## src/rtl/issue_arbiter_pkg.sv

```systemverilog
// Shared reservation-station types used by the issue arbiter and its age matrix.
package core_pkg;

    localparam int RS_ENTRIES = 8;
    localparam int ENTRY_W    = $clog2(RS_ENTRIES);

    typedef logic [ENTRY_W-1:0] rs_idx_t;

    typedef struct packed {
        logic    valid;
        rs_idx_t entry;
    } wakeup_tag_t;

endpackage

```

## src/rtl/issue_arbiter_age_matrix_sel.sv

```systemverilog
// Age matrix for one reservation station plus the combinational oldest-first winner pick.
module age_matrix_sel #(
    parameter int RS_ENTRIES = core_pkg::RS_ENTRIES,
    parameter int ENTRY_W    = $clog2(RS_ENTRIES)
) (
    input  logic                  clk,
    input  logic                  rst,
    input  logic                  alloc_valid,
    input  logic [ENTRY_W-1:0]    alloc_entry,
    input  logic                  flush,
    input  logic [RS_ENTRIES-1:0] elig,
    output logic [RS_ENTRIES-1:0] winner
);
    import core_pkg::*;

    // older[i][j] set means entry i was dispatched before entry j
    logic [RS_ENTRIES-1:0] older [RS_ENTRIES];
    logic [RS_ENTRIES-1:0] beats_all;

    always_ff @(posedge clk or negedge rst) begin
        if (!rst) begin
            for (int i = 0; i < RS_ENTRIES; i++) older[i] <= '0;
        end else if (flush) begin
            for (int i = 0; i < RS_ENTRIES; i++) older[i] <= '0;
        end else if (alloc_valid) begin
            for (int i = 0; i < RS_ENTRIES; i++) begin
                if (ENTRY_W'(i) == alloc_entry) older[i] <= '0;
                else                            older[i][alloc_entry] <= 1'b1;
            end
        end
    end

    // Pairs the matrix never ordered fall back to lowest index.
    always_comb begin
        beats_all = '0;
        for (int i = 0; i < RS_ENTRIES; i++) begin
            beats_all[i] = elig[i];
            for (int j = 0; j < RS_ENTRIES; j++) begin
                if (j != i && elig[j] && !(older[i][j] || (!older[j][i] && (i < j))))
                    beats_all[i] = 1'b0;
            end
        end
    end

    assign winner = beats_all;

endmodule

```

## src/rtl/issue_arbiter.sv

```systemverilog
// Oldest-first issue select with grant lock, issued mask and delayed wakeup broadcast.
// Optional perf counters are built when ISSUE_ARB_PERF_CNT_EN is defined.
module issue_arbiter #(
    parameter int RS_ENTRIES = core_pkg::RS_ENTRIES,
    parameter int ENTRY_W    = $clog2(RS_ENTRIES),
    parameter int FU_LATENCY = 1
) (
    input  logic                  clk,
    input  logic                  rst,
    input  logic                  alloc_valid,
    input  logic [ENTRY_W-1:0]    alloc_entry,
    input  logic [RS_ENTRIES-1:0] reqs,
    input  logic                  flush,
    input  logic                  fu_ready,
    output logic [RS_ENTRIES-1:0] grant,
    output logic                  grant_valid,
    output logic [ENTRY_W-1:0]    grant_entry,
    output logic                  wakeup_valid,
    output logic [ENTRY_W-1:0]    wakeup_entry
`ifdef ISSUE_ARB_PERF_CNT_EN
    ,
    output logic [31:0]           perf_issue_cnt,
    output logic [31:0]           perf_stall_cnt
`endif
);
    import core_pkg::*;

    logic [RS_ENTRIES-1:0] issued;
    logic [RS_ENTRIES-1:0] elig;
    logic [RS_ENTRIES-1:0] winner;
    logic [RS_ENTRIES-1:0] sel;
    logic [ENTRY_W-1:0]    sel_entry;
    logic                  lock;
    logic [ENTRY_W-1:0]    lock_idx;
    logic                  fire;
    logic                  stall;
    wakeup_tag_t           pipe [FU_LATENCY];

    assign elig = reqs & ~issued;

    age_matrix_sel #(
        .RS_ENTRIES (RS_ENTRIES),
        .ENTRY_W    (ENTRY_W)
    ) u_age_matrix_sel (
        .clk         (clk),
        .rst         (rst),
        .alloc_valid (alloc_valid),
        .alloc_entry (alloc_entry),
        .flush       (flush),
        .elig        (elig),
        .winner      (winner)
    );

    // A stalled grant stays pinned to the captured entry until it fires.
    assign sel = lock ? (RS_ENTRIES'(1) << lock_idx) : winner;

    always_comb begin
        sel_entry = '0;
        for (int i = 0; i < RS_ENTRIES; i++) begin
            if (sel[i]) sel_entry = ENTRY_W'(i);
        end
    end

    assign grant_valid = (lock | (|elig)) & ~flush;
    assign grant       = grant_valid ? sel : '0;
    assign grant_entry = grant_valid ? sel_entry : '0;
    assign fire        = grant_valid & fu_ready;
    assign stall       = grant_valid & ~fu_ready;

    // Alloc is applied after fire so a re-dispatch in the fire cycle clears issued.
    always_ff @(posedge clk or negedge rst) begin
        if (!rst) begin
            lock     <= 1'b0;
            lock_idx <= '0;
            issued   <= '0;
        end else if (flush) begin
            lock   <= 1'b0;
            issued <= '0;
        end else begin
            if (fire) begin
                lock                <= 1'b0;
                issued[grant_entry] <= 1'b1;
            end else if (stall) begin
                lock     <= 1'b1;
                lock_idx <= grant_entry;
            end
            if (alloc_valid) issued[alloc_entry] <= 1'b0;
        end
    end

    always_ff @(posedge clk or negedge rst) begin
        if (!rst) begin
            for (int k = 0; k < FU_LATENCY; k++) pipe[k] <= '0;
        end else if (flush) begin
            for (int k = 0; k < FU_LATENCY; k++) pipe[k] <= '0;
        end else begin
            pipe[0].valid <= fire;
            pipe[0].entry <= fire ? rs_idx_t'(grant_entry) : '0;
            for (int k = 1; k < FU_LATENCY; k++) pipe[k] <= pipe[k-1];
        end
    end

    assign wakeup_valid = pipe[FU_LATENCY-1].valid;
    assign wakeup_entry = ENTRY_W'(pipe[FU_LATENCY-1].entry);

`ifdef ISSUE_ARB_PERF_CNT_EN
    // Counters survive flush; only reset clears them.
    always_ff @(posedge clk or negedge rst) begin
        if (!rst) begin
            perf_issue_cnt <= '0;
            perf_stall_cnt <= '0;
        end else begin
            if (fire)  perf_issue_cnt <= perf_issue_cnt + 32'd1;
            if (stall) perf_stall_cnt <= perf_stall_cnt + 32'd1;
        end
    end
`endif

endmodule
```

## config.mk

```make
export PLATFORM = sky130hd
export DESIGN_NAME = issue_arbiter
export DESIGN_NICKNAME = d
export VERILOG_FILES = /design/src/rtl/issue_arbiter_pkg.sv /design/src/rtl/issue_arbiter_age_matrix_sel.sv /design/src/rtl/issue_arbiter.sv
export SDC_FILE = /design/constraint.sdc
export NUM_CORES = 1
export LEC_CHECK = 0
export ABC_AREA = 0
export ABC_CLOCK_PERIOD_IN_PS = 2600
export CORE_UTILIZATION = 35
export CTS_CLUSTER_SIZE = 10
export DETAILED_ROUTE_END_ITERATION = 12
export PLACE_DENSITY = 0.54
export SLEW_MARGIN = 20
export SYNTH_ARGS = -nofsm -noshare
export SYNTH_HDL_FRONTEND = slang
export SYNTH_HIERARCHICAL = 1
export SYNTH_SLANG_ARGS = --single-unit
```

## constraint.sdc

```tcl
create_clock -name clk -period 2.6 [get_ports clk]
set_input_delay 0.52 -clock clk [delete_from_list [all_inputs] [get_ports clk]]
set_output_delay 0.52 -clock clk [all_outputs]
set_load 0.01 [all_outputs]
```

==> results.sh, run 1 <==
export IMPL_outcome="finished, violations left"
export IMPL_violations="negative setup slack"
export IMPL_grt_max_degree=73
export IMPL_synth_xor_area_frac=0
export IMPL_synthTopCellsByArea="dfrtp_1, o21a_1, nand2_1"
export IMPL_ant_nets=0
export IMPL_critPathMaxFanout=6
export IMPL_fmaxAchievable_mhz=342
export IMPL_cts_made_buffers=9
export IMPL_vias_per_cell=5.43
export IMPL_worstSkewPairLatency_ps=340
export IMPL_leakagePower_nw=2.40
export IMPL_fill_cells=906
export IMPL_period_minus_slack_ps=2920
export IMPL_slew_headroom=0.436
export IMPL_worstPathArrival_ps=2400
export IMPL_io_buffers=31
export IMPL_dp_hpwl_um=7850
export IMPL_synth_fp_nets=365
export IMPL_setup_viol=14
export IMPL_p_clk_frac=0.336
export IMPL_clk_pin_slew_ps=80
export IMPL_initial_core_util=0.364
export IMPL_rows=36
export IMPL_pwr_share_seq=0.433
export IMPL_core_mm2=0.00982
export IMPL_dr_pass1_iters=5
export IMPL_drtIter0Drc=155
export IMPL_grt_pass1_vias=3300
export IMPL_layout_drive_gt1_share=0.414
export IMPL_setup_tns_ps=-3830
export IMPL_diodes=0
export IMPL_skew_ps=9.63
export IMPL_cp_cell_sequence="dlygate4sd2_1 > nor2b_4 > buf_4 > buf_6 > or4_4 > o31ai_4 > buf_12 > buf_8 > nor2_1 > buf_2"
export IMPL_hold_class="primary input to asynchronous set/reset pin"
export IMPL_die_w_um=103
export IMPL_final_hold_viol_count=0
export IMPL_gp_congestion=0.837
export IMPL_syn2layout_area_growth_pct=49.6
export IMPL_drt_wl_total_um=11500
export IMPL_crit_path_end_kind="primary output"
export IMPL_antenna_found_initial=0
export IMPL_slew_violations=0
export IMPL_synth_enable_flop_cells=0
export IMPL_dpl_cell_area_mm2=0.00450
export IMPL_drc=0
export IMPL_yosysWarningCount=6
export IMPL_rsz0062_at_grt="yes"
export IMPL_slowest_delay_ps=560
export IMPL_multi_input_area_mm2=0.00200
export IMPL_switchingPower_uw=832
export IMPL_internal_power_mw=2.05
export IMPL_die_y_um=103
export IMPL_clockRootBuffer="clkbuf_8"
export IMPL_final_seq_area_mm2=0.00180
export IMPL_tritoncts="yes"
export IMPL_cts_hold_buf=0
export IMPL_power_density_mw_per_mm2=540
export IMPL_worst_pin_slew_ps=843
export IMPL_synthCells=349
export IMPL_synth_top_family_by_area="compound AO/OA/AOI/OAI gates"
export IMPL_stdcell_area_mm2=0.00534
export IMPL_whs_ps=180
export IMPL_ys_ff_latch=72
export IMPL_swShare=0.288
export IMPL_synth_cell_types=56
export IMPL_synth_compound_area_frac=0.260
export IMPL_pwr_share_comb=0.231
export IMPL_worstSetupPathType="primary input to primary output"
export IMPL_routed_via_count=3333
export IMPL_worst_setup_path_start_kind="primary input"
export IMPL_grt_pass1_wl_um=18200
export IMPL_mostFrequentLayoutCells="dfrtp_1, buf_4, o21a_1"
export IMPL_yosysTopAreaCellShare=0.504
export IMPL_yosysTopAreaCell="dfrtp_1"
export IMPL_critPathRequiredTime_ps=2080
export IMPL_clock_sinks=72
export IMPL_post_route_util=0.544
export IMPL_synthSimpleGateAreaFrac=0.186
export IMPL_synth_seq_area_share=0.504
export IMPL_ir_drop_mv=0.285
export IMPL_async_flop_share=1.00
export IMPL_critPathSlowestCell="or4_4"
export IMPL_setup_slack_ps=-324
export IMPL_cts_htree_levels=3
export IMPL_cts_buffer_depth=2
export IMPL_final_common_cell="dfrtp_1"
export IMPL_syn_area_mm2=0.00357
export IMPL_fin_crit_sh=1.12
export IMPL_nNetsFinal=492
export IMPL_synth_ff_type="dfrtp_1"
export IMPL_synth_mux_area_frac=0.0133
export IMPL_io_pins=32
export IMPL_gr_total_overflow=0
export IMPL_gr_usage_all_layers=0.234
export IMPL_die_area_mm2=0.0106
export IMPL_synthAdderAreaFrac=0
export IMPL_post_drt_wl_per_cell_um=18.7
export IMPL_avgSynthCellArea_um2=10.2
export IMPL_cap_violations=0
## metal layers
layer | wire length, µm | vias to the layer above | GRT usage
li1 | - | 1533 | -
met1 | 5010 | 1669 | 0.300
met2 | 5680 | 113 | 0.403
met3 | 573 | 18 | 0.0386
met4 | 240 | 0 | 0.0758
met5 | 0 | - | 0
## per-stage QoR
| stage | worst slack (ps) | instances | power [mW] |
|---|---|---|---|
| after global placement | -993 | 566 | 1.77 |
| after global routing | -399 | 614 | 3.02 |
| after detailed placement | -1020 | 566 | 1.77 |
| final | -324 | 614 | 2.89 |
| after CTS | -325 | 606 | 2.87 |
| after floorplan | -1.01 | 349 | 1.51 |
## state kept, by name (all words and copies together) (netlist names)
| register | cells |
|---|---|
| wakeup_valid | 1 |
| lock_idx | 3 |
| lock | 1 |
| wakeup_entry | 3 |
| u_age_matrix_sel/older | 56 |
| issued | 8 |
## power by group through the flow
stage | Sequential, mW | Combinational (mW) | Clock (mW)
after floorplan | 1.23 | 0.275 | 0
after global placement | 1.26 | 0.514 | 0
after detailed placement | 1.26 | 0.514 | 0
after CTS | 1.25 | 0.627 | 0.993
after global routing | 1.26 | 0.716 | 1.04
final | 1.25 | 0.666 | 0.970
## worst max-delay path: cells and delay by family
kind | cells | cell delay [ps]
AOI/OAI and AO/OA | 1 | 280
buffers and inverters | 6 | 860
and+or+nand+nor | 3 | 730
## repair_timing
item	CTS	global route
gates cloned	0	0
buffers inserted	26	8
endpoints found under the setup margin	24	14
resized for setup	150	11
pin swaps	31	10
## cell type report
class / count / share of cell area
clock inverters: 5 / 0.0152
multi-input cells: 250 / 0.375
inverters: 16 / 0.0131
repair buffers: 127 / 0.204
well taps: 133 / 0.0311
clock buffers: 11 / 0.0246
flip-flops and latches: 72 / 0.337
## cells in the mapped netlist (5+ instances only)
master     n
nor2b_1   14
nor2_1    25
nor4_1     7
inv_1     15
nor3_1     7
o22ai_1   13
o21ai_1    6
a21oi_1    7
nand3_1    7
nand2_1   34
a21oi_2    5
dfrtp_1   72
o21a_1    57
clkbuf_1   5
nand2b_1   9
## kinds of logic after synthesis
logic type             Yosys count
DFF                             72
buffers and inverters           27
and+or+nand+nor                124
muxes                            4
AOI/OAI and AO/OA              122
## final timing paths
kind	startpoint	endpoint	slack, ps	depth (start not counted)
max reg2reg	issued[0]	issued[1]	-100	9
max	reqs[0]	grant[5]	-320	10
min reg2reg	u_age_matrix_sel/older[57]	u_age_matrix_sel/older[57]	490	1
max in group asynchronous	rst	u_age_matrix_sel/older[46]	2080	2
min	rst	issued[0]	180	2
min in group clk	u_age_matrix_sel/older[57]	u_age_matrix_sel/older[57]	490	1
Note: power is estimated with default switching activity, not from simulation.
==> run 2: changes to the inputs <==
--- a/config.mk
+++ b/config.mk
@@ -8,9 +8,10 @@
 export ABC_AREA = 0
 export ABC_CLOCK_PERIOD_IN_PS = 2600
 export CORE_UTILIZATION = 35
+export CTS_CLUSTER_DIAMETER = 80
 export CTS_CLUSTER_SIZE = 10
 export DETAILED_ROUTE_END_ITERATION = 12
-export PLACE_DENSITY = 0.54
+export PLACE_DENSITY = 0.64
 export SLEW_MARGIN = 20
 export SYNTH_ARGS = -nofsm -noshare
 export SYNTH_HDL_FRONTEND = slang
==> results.sh, run 2 (synthesized netlist as in run 1, its figures left out) <==
export IMPL_outcome="finished, violations left"
export IMPL_violations="negative setup slack"
export IMPL_nNetsFinal=488
export IMPL_cts_buffer_depth=2
export IMPL_slew_violations=0
export IMPL_stdcell_count=610
export IMPL_worstPathArrival_ps=2370
export IMPL_grt_pass1_wl_um=18100
export IMPL_die_w_um=103
export IMPL_largest_register_ffs=56
export IMPL_worstSkewPairLatency_ps=350
export IMPL_tritoncts="yes"
export IMPL_fmaxAchievable_mhz=346
export IMPL_hold_class="primary input to asynchronous set/reset pin"
export IMPL_grt_max_degree=46
export IMPL_gp_congestion=0.972
export IMPL_rsz0062_at_grt="yes"
export IMPL_setup_slack_ps=-286
export IMPL_cp_num_buf_inv=3
export IMPL_internal_power_mw=1.98
export IMPL_clock_sinks=72
export IMPL_vias_per_cell=5.61
export IMPL_drc=0
export IMPL_ant_nets=0
export IMPL_layout_drive_gt1_share=0.421
export IMPL_ir_drop_mv=0.226
export IMPL_p_clk_frac=0.319
export IMPL_cts_made_buffers=9
export IMPL_final_hold_viol_count=0
export IMPL_core_mm2=0.00982
export IMPL_fin_crit_sh=1.11
export IMPL_slew_headroom=0.416
export IMPL_cts_htree_levels=3
export IMPL_critPathSlowestCell="or4_4"
export IMPL_dp_hpwl_um=7860
export IMPL_io_pins=32
export IMPL_post_drt_wl_per_cell_um=19.3
export IMPL_die_y_um=103
export IMPL_cpLargestDelayFamily="simple AND/OR/NAND/NOR gates"
export IMPL_diodes=0
export IMPL_io_buffers=31
export IMPL_cp_cell_sequence="nor2b_4 > buf_6 > inv_4 > o22ai_4 > nor3_2 > or4_4 > mux2i_2 > nor2_1 > buf_2"
export IMPL_total_power_mw=2.83
export IMPL_pwr_share_seq=0.442
export IMPL_cap_violations=0
export IMPL_worstSetupPathType="flip-flop to primary output"
export IMPL_gr_total_overflow=0
export IMPL_critPathRequiredTime_ps=2080
export IMPL_crit_path_end_kind="primary output"
export IMPL_worst_pin_slew_ps=864
export IMPL_antenna_found_initial=0
export IMPL_setup_viol=14
export IMPL_switchingPower_uw=848
export IMPL_swShare=0.300
export IMPL_largest_register="u_age_matrix_sel/older"
export IMPL_skew_ps=9.71
export IMPL_final_common_cell="dfrtp_1"
export IMPL_worst_setup_path_start_kind="flip-flop"
export IMPL_cts_hold_buf=0
export IMPL_initial_core_util=0.364
export IMPL_slowest_delay_ps=550
export IMPL_routed_via_count=3425
export IMPL_mostFrequentLayoutCells="dfrtp_1, buf_4, o21a_1"
export IMPL_leakagePower_nw=2.38
export IMPL_critPathMaxFanout=5
export IMPL_pwr_share_comb=0.239
export IMPL_die_area_mm2=0.0106
export IMPL_clk_pin_slew_ps=80
export IMPL_crit_start="issued[6]"
export IMPL_clockRootBuffer="clkbuf_8"
export IMPL_dr_pass1_iters=4
export IMPL_period_minus_slack_ps=2890
export IMPL_top_regs="u_age_matrix_sel/older: 56 flops, issued: 8 flops"
export IMPL_r2r_start="issued[6]"
export IMPL_drt_wl_total_um=11800
export IMPL_syn2layout_area_growth_pct=48.7
export IMPL_dp_cells=561
export IMPL_grt_pass1_vias=3517
export IMPL_power_density_mw_per_mm2=532
export IMPL_gr_usage_all_layers=0.231
export IMPL_rows=36
export IMPL_drtIter0Drc=278
run 2: cell types whose count changed in the layout (fill, tap and decap cells not counted), sizes merged:
cell / previous run / this run
bufinv: 2 / 1
dlygate4sd2: 3 / 2
clkbuf: 11 / 12
buf: 110 / 105
clkinv: 2 / 3
clkdlybuf4s15: 4 / 5
run 2: final timing paths:
path / to / slack [ps] / depth (start not counted)
setup / recovery: grant_entry[2] / -290 / 9
hold / removal: issued[3] / 210 / 1
setup reg to reg: issued[0] / -110 / 9
hold reg to reg: u_age_matrix_sel/older[47] / 500 / 1
max in group asynchronous: u_age_matrix_sel/older[47] / 1700 / 2
min in group clk: u_age_matrix_sel/older[47] / 500 / 1
run 2: area by class of cell:
class,instances,area [µm²]
fill,847,4510
multi-input combinational,250,2020
sequential,72,1800
timing repair buffer,123,1050
tap,133,166
clock buffer,11,141
inverter,16,72.6
clock inverter,5,56.3
run 2: layer usage:
metal  track usage  vias up  wire, µm  share of wire
met2         0.394      143      5750           0.49
met3        0.0305       40       645          0.055
met1         0.290     1719      4940           0.42
li1              -     1523         -              -
met5             0        -         0              0
met4         0.108        0       472          0.040
run 2: power by group through the flow:
stage / combinational [mW] / clock, mW / sequential [mW]
CTS: 0.611 / 0.916 / 1.24
detailed placement: 0.507 / 0 / 1.26
finish: 0.674 / 0.902 / 1.25
floorplan: 0.275 / 0 / 1.23
global placement: 0.500 / 0 / 1.26
global route: 0.717 / 0.963 / 1.26
run 2: stage by stage:
step	setup TNS (ps)	cell area (µm²)	hold WS [ps]	util	setup slack (ps)
3_3_place_gp	-17370	4480	473	0.456	-1020
5_1_grt	-4040	5310	265	0.541	-356
3_5_place_dp	-16980	4480	481	0.456	-1020
4_1_cts	-2170	5130	216	0.523	-243
6_report	-3220	5310	208	0.541	-286
2_1_floorplan	-2.03	3600	224	-	-1.01
run 2: timing repair:
item,CTS,global route
pin swaps,24,13
setup buffers,28,7
resized for setup,128,33
endpoints found under the setup margin,23,17
gates cloned,0,0
==> run 3: changes to the inputs <==
--- a/config.mk
+++ b/config.mk
@@ -7,11 +7,15 @@
 export LEC_CHECK = 0
 export ABC_AREA = 0
 export ABC_CLOCK_PERIOD_IN_PS = 2600
-export CORE_UTILIZATION = 35
+export CELL_PAD_IN_SITES_DETAIL_PLACEMENT = 1
+export CELL_PAD_IN_SITES_GLOBAL_PLACEMENT = 2
+export CORE_ASPECT_RATIO = 0.7
+export CORE_UTILIZATION = 34
 export CTS_CLUSTER_DIAMETER = 80
 export CTS_CLUSTER_SIZE = 10
 export DETAILED_ROUTE_END_ITERATION = 12
-export PLACE_DENSITY = 0.64
+export HOLD_SLACK_MARGIN = 0.02
+export PLACE_DENSITY = 0.85
 export SLEW_MARGIN = 20
 export SYNTH_ARGS = -nofsm -noshare
 export SYNTH_HDL_FRONTEND = slang
==> results.sh, run 3 (synthesized netlist as in run 1, its figures left out) <==
export IMPL_worstSetupPathType="flip-flop to primary output"
export IMPL_slew_violations=0
export IMPL_ant_nets=0
export IMPL_mostFrequentLayoutCells="buf_4, dfrtp_1, o21a_1"
export IMPL_syn2layout_area_growth_pct=61.6
export IMPL_gr_total_overflow=0
export IMPL_layout_drive_gt1_share=0.496
export IMPL_die_y_um=87.8
export IMPL_final_common_cell="buf_4"
export IMPL_period_minus_slack_ps=3080
export IMPL_rsz0062_at_grt="yes"
export IMPL_largest_register_ffs=56
export IMPL_violations="negative setup slack"
export IMPL_io_buffers=31
export IMPL_critPathMaxFanout=4
export IMPL_die_w_um=125
export IMPL_power_density_mw_per_mm2=594
export IMPL_worst_setup_path_start_kind="flip-flop"
export IMPL_grt_pass1_vias=3818
export IMPL_cpMostUsedCell="buf_6"
export IMPL_outcome="finished, violations left"
export IMPL_critPathRequiredTime_ps=2080
export IMPL_crit_path_end_kind="primary output"
export IMPL_drt_wl_total_um=17300
export IMPL_rows=30
export IMPL_top_regs="u_age_matrix_sel/older: 56 flops, issued: 8 flops"
export IMPL_cap_violations=0
export IMPL_total_power_mw=3.43
export IMPL_ir_drop_mv=0.301
export IMPL_vias_per_cell=5.96
export IMPL_worst_pin_slew_ps=1220
export IMPL_hold_class="primary input to asynchronous set/reset pin"
export IMPL_setup_viol=25
export IMPL_initial_core_util=0.359
export IMPL_grt_pass1_wl_um=23000
export IMPL_slowest_delay_ps=410
export IMPL_grt_max_degree=39
export IMPL_drtIter0Drc=238
export IMPL_slew_headroom=0.178
export IMPL_leakagePower_nw=2.62
export IMPL_gp_congestion=0.856
export IMPL_cp_cell_sequence="nor2b_4 > buf_6 > buf_6 > buf_6 > o2111ai_4 > nor3_4 > buf_4 > buf_4 > nor3_2 > nor2_1 > nor2_2 > nor2_2 > buf_2"
export IMPL_worstSkewPairLatency_ps=350
export IMPL_drc=0
export IMPL_dp_hpwl_um=9410
export IMPL_antenna_found_initial=0
export IMPL_worstPathArrival_ps=2560
export IMPL_gr_usage_all_layers=0.290
export IMPL_post_drt_wl_per_cell_um=27.2
export IMPL_core_mm2=0.00995
export IMPL_cts_buffer_depth=2
export IMPL_critPathSlowestCell="dfrtp_1"
export IMPL_nNetsFinal=519
export IMPL_dr_pass1_iters=5
export IMPL_tritoncts="yes"
export IMPL_final_hold_viol_count=0
export IMPL_die_area_mm2=0.0109
export IMPL_fmaxAchievable_mhz=324
export IMPL_skew_ps=7.93
export IMPL_cts_hold_buf=0
export IMPL_whs_ps=161
export IMPL_largest_register="u_age_matrix_sel/older"
export IMPL_io_pins=32
export IMPL_clockRootBuffer="clkbuf_16"
export IMPL_fin_crit_sh=1.19
export IMPL_clock_sinks=72
export IMPL_clk_pin_slew_ps=60
export IMPL_setup_slack_ps=-484
export IMPL_diodes=0
export IMPL_routed_via_count=3790
export IMPL_cts_htree_levels=3
export IMPL_cts_made_buffers=9
## run 3: layer usage
layer  share of wire  vias to the layer above  GRT usage
met2            0.48                      174      0.464
li1                -                     1577          -
met4           0.051                        0      0.116
met3           0.056                       67     0.0770
met1            0.41                     1972      0.378
met5               0                        -          0
## run 3: worst paths after layout
| kind | startpoint | endpoint | slack [ps] | cells after the start |
|---|---|---|---|---|
| worst max-delay path | issued[7] | grant_entry[1] | -480 | 13 |
| worst min-delay path | rst | u_age_matrix_sel/older[20] | 160 | 1 |
| worst max register to register | issued[4] | issued[0] | -300 | 11 |
| worst min register to register | u_age_matrix_sel/older[57] | u_age_matrix_sel/older[57] | 490 | 1 |
| max in group asynchronous | rst | u_age_matrix_sel/older[43] | 1760 | 2 |
| min in group clk | u_age_matrix_sel/older[57] | u_age_matrix_sel/older[57] | 490 | 1 |
## run 3: final cells by class
cell class / count / area, µm²
tap: 128 / 160
clock buffer: 14 / 284
clock inverter: 2 / 35.0
fill: 1054 / 4170
multi-input combinational: 251 / 2120
inverter: 16 / 70.1
sequential: 72 / 1800
timing repair buffer: 153 / 1300
## run 3: critical path, delay by kind of cell, from the launching register on
kind,cells,cell delay (ps)
buf+inv,6,790
compound gates,1,140
flops,1,410
simple gates,6,870
## run 3: where the power goes
| group | leakage [nW] | internal, mW | total, mW | switching, mW |
|---|---|---|---|---|
| registers | 0.979 | 1.18 | 1.25 | 0.0737 |
| clock network | 0.159 | 0.847 | 1.34 | 0.491 |
| logic | 1.48 | 0.395 | 0.839 | 0.444 |
| total | 2.62 | 2.42 | 3.43 | 1.01 |
## run 3: metrics by stage
| step | setup TNS [ps] | util | std cells | cell area, µm² | setup slack, ps |
|---|---|---|---|---|---|
| 6_report | -6570 | 0.581 | 636 | 5770 | -484 |
| 5_1_grt | -7660 | 0.581 | 636 | 5770 | -551 |
| 2_1_floorplan | -2.03 | - | 349 | 3600 | -1.01 |
| 4_1_cts | -3240 | 0.549 | 624 | 5460 | -354 |
| 3_5_place_dp | -22230 | 0.456 | 568 | 4540 | -1240 |
| 3_3_place_gp | -21040 | 0.456 | 568 | 4540 | -1160 |
## run 3: timing repair
item | CTS | global route
endpoints found under the setup margin | 26 | 24
pin swaps | 28 | 26
gates resized for setup | 146 | 56
gates cloned | 1 | 0
setup buffers | 46 | 18
